## config.mk

```make
export PLATFORM = sky130hd
export DESIGN_NAME = mips_cpu_store_ctrl
export DESIGN_NICKNAME = d
export VERILOG_FILES = /design/src/rtl/mips_cpu_store_pkg.sv /design/src/rtl/mips_cpu_store_merge.sv /design/src/rtl/mips_cpu_store_ctrl.sv
export SDC_FILE = /design/constraint.sdc
export NUM_CORES = 1
export LEC_CHECK = 0
export CAP_MARGIN = 20
export CORE_MARGIN = 1.5
export CORE_UTILIZATION = 55
export CTS_CLUSTER_DIAMETER = 30
export DETAILED_ROUTE_END_ITERATION = 6
export DONT_BUFFER_PORTS = 1
export GPL_TIMING_DRIVEN = 0
export PLACE_DENSITY = 0.7
export SLEW_MARGIN = 20
export SYNTH_ARGS = -nofsm -noshare
export SYNTH_HDL_FRONTEND = slang
export SYNTH_HIERARCHICAL = 1
export SYNTH_SLANG_ARGS = --single-unit
export TNS_END_PERCENT = 1
```

## constraint.sdc

```tcl
create_clock -name clk -period 2.7 [get_ports clk]
set_clock_uncertainty 0.1 [all_clocks]
set_input_delay 0.54 -clock clk [delete_from_list [all_inputs] [get_ports clk]]
set_output_delay 0.54 -clock clk [all_outputs]
set_load 0.05 [all_outputs]
```

## src/rtl/mips_cpu_store_pkg.sv

```systemverilog
// Shared opcodes, FSM state type and byte-lane helper for the MIPS store controller.
package mips_cpu_store_pkg;

    localparam logic [5:0] OP_SB = 6'b101000;
    localparam logic [5:0] OP_SH = 6'b101001;
    localparam logic [5:0] OP_SW = 6'b101011;

    typedef enum logic [1:0] {IDLE, READ, WRITE, DONE} state_t;

    // Big-endian lanes: lane 0 is the most significant byte of the word.
    function automatic int lane_lo(input logic [1:0] k);
        return 24 - 8 * int'(k);
    endfunction

endpackage

```

## src/rtl/mips_cpu_store_merge.sv

```systemverilog
// Combinational store merge: places rt bytes into big-endian lanes over the old word.
module mips_cpu_store_merge
    import mips_cpu_store_pkg::*;
(
    input  logic [31:0] old_word,
    input  logic [31:0] reg_word,
    input  logic [1:0]  offset,
    input  logic [5:0]  insop,
    output logic [31:0] merged
);

    for (genvar j = 0; j < 4; j++) begin : g_lane
        localparam logic [1:0] LANE = 2'(j);
        localparam int         LO   = lane_lo(LANE);
        logic [7:0] lane_byte;

        always_comb begin
            lane_byte = old_word[LO +: 8];
            case (insop)
                OP_SW: lane_byte = reg_word[8*j +: 8];
                // Misaligned halfwords fault before WRITE, so offset is 0 or 2 here.
                OP_SH: begin
                    if (offset == LANE)              lane_byte = reg_word[7:0];
                    else if (offset + 2'd1 == LANE)  lane_byte = reg_word[15:8];
                end
                OP_SB: if (offset == LANE) lane_byte = reg_word[7:0];
                default: ;
            endcase
        end

        assign merged[LO +: 8] = lane_byte;
    end

endmodule

```

## src/rtl/mips_cpu_store_ctrl.sv

```systemverilog
// SB/SH/SW sequencer: read-modify-write for sub-word stores, direct write for SW,
// stalling the core until the store retires or faults.
module mips_cpu_store_ctrl
    import mips_cpu_store_pkg::*;
#(
    parameter int ADDR_W = 32,
    parameter int DATA_W = 32
) (
    input  logic              clk,
    input  logic              reset,
    input  logic              start,
    input  logic [5:0]        insop,
    input  logic [ADDR_W-1:0] addr,
    input  logic [DATA_W-1:0] reg_data,
    output logic              stall,
    output logic              done,
    output logic              fault,
    output logic [ADDR_W-1:0] mem_address,
    output logic              mem_read,
    output logic              mem_write,
    output logic [DATA_W-1:0] mem_writedata,
    input  logic [DATA_W-1:0] mem_readdata,
    input  logic              mem_waitrequest
);

    state_t              state, state_n;
    logic [5:0]          insop_q;
    logic [ADDR_W-1:0]   addr_q;
    logic [DATA_W-1:0]   reg_q;
    logic [DATA_W-1:0]   old_q;
    logic                fault_q;
    logic                bad_req;
    logic [DATA_W-1:0]   merged;

    always_comb begin
        case (insop)
            OP_SB:   bad_req = 1'b0;
            OP_SH:   bad_req = addr[0];
            OP_SW:   bad_req = (addr[1:0] != 2'b00);
            default: bad_req = 1'b1;
        endcase
    end

    always_comb begin
        state_n = state;
        case (state)
            IDLE: if (start) begin
                if (bad_req)             state_n = DONE;
                else if (insop == OP_SW) state_n = WRITE;
                else                     state_n = READ;
            end
            READ:  if (!mem_waitrequest) state_n = WRITE;
            WRITE: if (!mem_waitrequest) state_n = DONE;
            DONE:  state_n = IDLE;
            default: state_n = IDLE;
        endcase
    end

    always_ff @(posedge clk) begin
        if (reset) begin
            state   <= IDLE;
            insop_q <= '0;
            addr_q  <= '0;
            reg_q   <= '0;
            old_q   <= '0;
            fault_q <= 1'b0;
        end else begin
            state <= state_n;
            if (state == IDLE && start) begin
                insop_q <= insop;
                addr_q  <= addr;
                reg_q   <= reg_data;
                fault_q <= bad_req;
            end
            if (state == READ && !mem_waitrequest) old_q <= mem_readdata;
            if (state == DONE) fault_q <= 1'b0;
        end
    end

    mips_cpu_store_merge u_merge (
        .old_word (old_q),
        .reg_word (reg_q),
        .offset   (addr_q[1:0]),
        .insop    (insop_q),
        .merged   (merged)
    );

    assign stall         = (state != IDLE);
    assign done          = (state == DONE);
    assign fault         = done & fault_q;
    assign mem_read      = (state == READ);
    assign mem_write     = (state == WRITE);
    assign mem_address   = {addr_q[ADDR_W-1:2], 2'b00};
    assign mem_writedata = (state == WRITE) ? merged : '0;

endmodule

```

==> metrics.md <==
| Metric | Value |
|---|---|
| Worst hold path type | in -> reg |
| Violated checks | setup timing |
| Netlist Area Pre-Place | 6180 um^2 |
| PD cells | 825 nW/um^2 |
| Critical Path End Type | primary output |
| Cts hold-fix bufs | 0 |
| Initial antenna violation count | 0 |
| Place WS | -0.0877 ns |
| Nets | 971 |
| Post-synth EDFFs | 0 |
| CP arrival | 2.16 ns |
| Total negative slack | -1.34 ns |
| Crit start category | flip-flop |
| Critical path type | reg -> out |
| Clock slew at reported path FFs | 0.11 ns |
| Root Driver | clkbuf_8 |
| Top FF cell, synth | dfxtp_1 |
| Dpl hpwl | 14,300 um |
| Vias in the first global route | 5,851 |
| Static Leakage | 2.59 nW |
| DRT Pass-1 Iters | 5 |
| WL final | 19,800 um |
| Routed vias | 6,135 |
| # setup viols final | 25 |
| Clock buffer count from CTS | 9 |
| Area of the core | 10,900 um^2 |
| Pin count of the biggest net entering global routing | 21 |
| Slew Limit Fails | 0 |
| Area added between synthesis and finish | 15.3% |
| Dpl cell area | 6360 um^2 |
| Post-layout min period | 2.80 ns |
| Synth warn | 6 |
| Initial DRC Count | 434 |
| Most frequent cells in the layout | nand2_1 (214), a21oi_1 (117), dfxtp_1 (98), buf_4 (50), nor2_1 (37) |
| Final Hold Fails | 0 |
| Run status | finished, violations left |
| Max Cap Viol | 0 |
| Die area | 11,900 um^2 |
| Worst skew pair latency | 0.41 ns |
| I/O Buffers | 0 |
| RSZ-0062 raised after global routing | yes |
| Util after Layout | 65.4% |
| Required time worst endpoint | 2.06 ns |
| Mapped Cells | 834 |
| Starting density of the core | 56.8% |
| GPL Wtd Cong | 0.982 |
| Slew headroom | 59.7% |
| ANT cells | 0 |
| Max frequency | 0.357 GHz |
| Height of the chip | 109 um |
| DRT antenna net count | 0 |
| CTS Sinks | 105 |
| CP max FO | 8 |
| Register area share after synthesis | 34.0% |
| Filler cell count in the final layout | 977 |
| Worst slew pin tran | 0.604 ns |
| CTS tree | built |
| Layout cells sized above 1 | 23.0% |
| H-tree Lvls | 3 |
| Post-route cell area | 7120 um^2 |
| # DRC | 0 |
| Total power | 0.00588 W |
| Clock Path Buffers | 2 |
| Grt total ovfl | 0 |
| Site row count | 38 |
| Most common cell after layout, fill and taps aside | nand2_1 |
| Peak supply drop | 677 uV |
| Async SR Flop Fraction | 0% |
| Final period utilization | 104% |
| Post-Syn Area per Cell | 7.41 um^2 |
| DR WL/cell | 19.7 um |
| GRT Total Usage | 33.5% |
| Flop2flop setup slack | 0.42 ns |
| Yosys reg bits | 105 |
| First-pass GRT wire length | 30,000 um |
| Top Ports | 175 |
| Vias per cell | 6.10 |
| Worst setup margin | -0.0994 ns |
| Synth unique cells | 61 |
| Die X | 109 um |
synth_stat cells, types with 9 or more instances:
cell type / count / area [um^2]
a211oi_1: 14 / 105
a21oi_1: 119 / 596
and2_1: 32 / 200
buf_2: 22 / 110
buf_4: 37 / 278
clkbuf_1: 35 / 131
dfxtp_1: 105 / 2100
mux2i_1: 9 / 90.1
nand2_1: 215 / 807
nand3_1: 9 / 45.0
nor2_1: 37 / 139
nor2b_1: 12 / 75.1
nor3_1: 14 / 70.1
o21ai_0: 31 / 155
o22a_1: 16 / 140
area by class of cell:
class	instances	area [um^2]	share of cell area, %
Tap cell	140	175	2.46
Sequential cell	105	2120	29.7
Timing Repair Buffer	17	168	2.35
Buffer	100	697	9.78
Inverter	7	26.3	0.369
Clock inverter	7	98.8	1.39
Multi-Input combinational cell	620	3720	52.2
Clock buffer	9	124	1.74
through the flow:
stage	hold WS, ns	cells
floorplan	0.334	835
global placement	0.343	975
detailed placement	0.349	975
CTS	0.130	1006
global route	0.138	1005
finish	0.143	1005
sequential cells by signal (all words and copies together) (netlist names):
name     count
state        2
old_q       32
addr_q      32
fault_q      1
reg_q       32
insop_q      6
path summary, 6_finish.rpt:
kind,startpoint,cells past startpoint,endpoint
max,addr_q[1],8,mem_writedata[24]
min,insop[0],2,insop_q[0]
max reg2reg,state[1],7,old_q[9]
min reg2reg,addr_q[7],2,addr_q[7]
what timing repair did:
action	4_1_cts	5_1_grt
pin swaps	24	13
buffers inserted	16	0
setup endpoints to repair	32	32
cloned	1	0
resized for setup	136	23
power breakdown:
group | total [W] | leakage [nW] | switching [W] | internal [W]
sequential | 0.00214 | 0.861 | 0.000320 | 0.00182
combinational | 0.00265 | 1.63 | 0.00170 | 0.000950
clock | 0.00109 | 0.108 | 0.000637 | 0.000457
total | 0.00588 | 2.59 | 0.00266 | 0.00323
cell families (layout without fill, tap and decap cells):
logic type	after synthesis	in the layout	synth area share, %
other cells	1	2	0.0607
xor+xnor	1	1	0.263
simple gates	355	355	26.6
compound gates	239	239	24.5
flops	105	105	34.0
mux	18	18	3.28
buf+inv	110	140	10.3
fa+ha+maj	5	5	1.01
routing by layer:
layer	GRT usage, %	vias to the layer above	wire, um
met5	0	-	0
met4	16.8	0	842
met3	7.29	58	1740
met2	54.3	325	9060
met1	41.7	2856	8120
li1	-	2896	-
critical path: stages (launching register included):
cell and delay [ns]:
dfxtp_4 0.39, buf_8 0.14, buf_8 0.14, buf_12 0.12
o21bai_4 0.26, a21oi_1 0.07, nor3_1 0.20, o22a_1 0.18
and2_4 0.24
(Power assumes the default switching activity.)
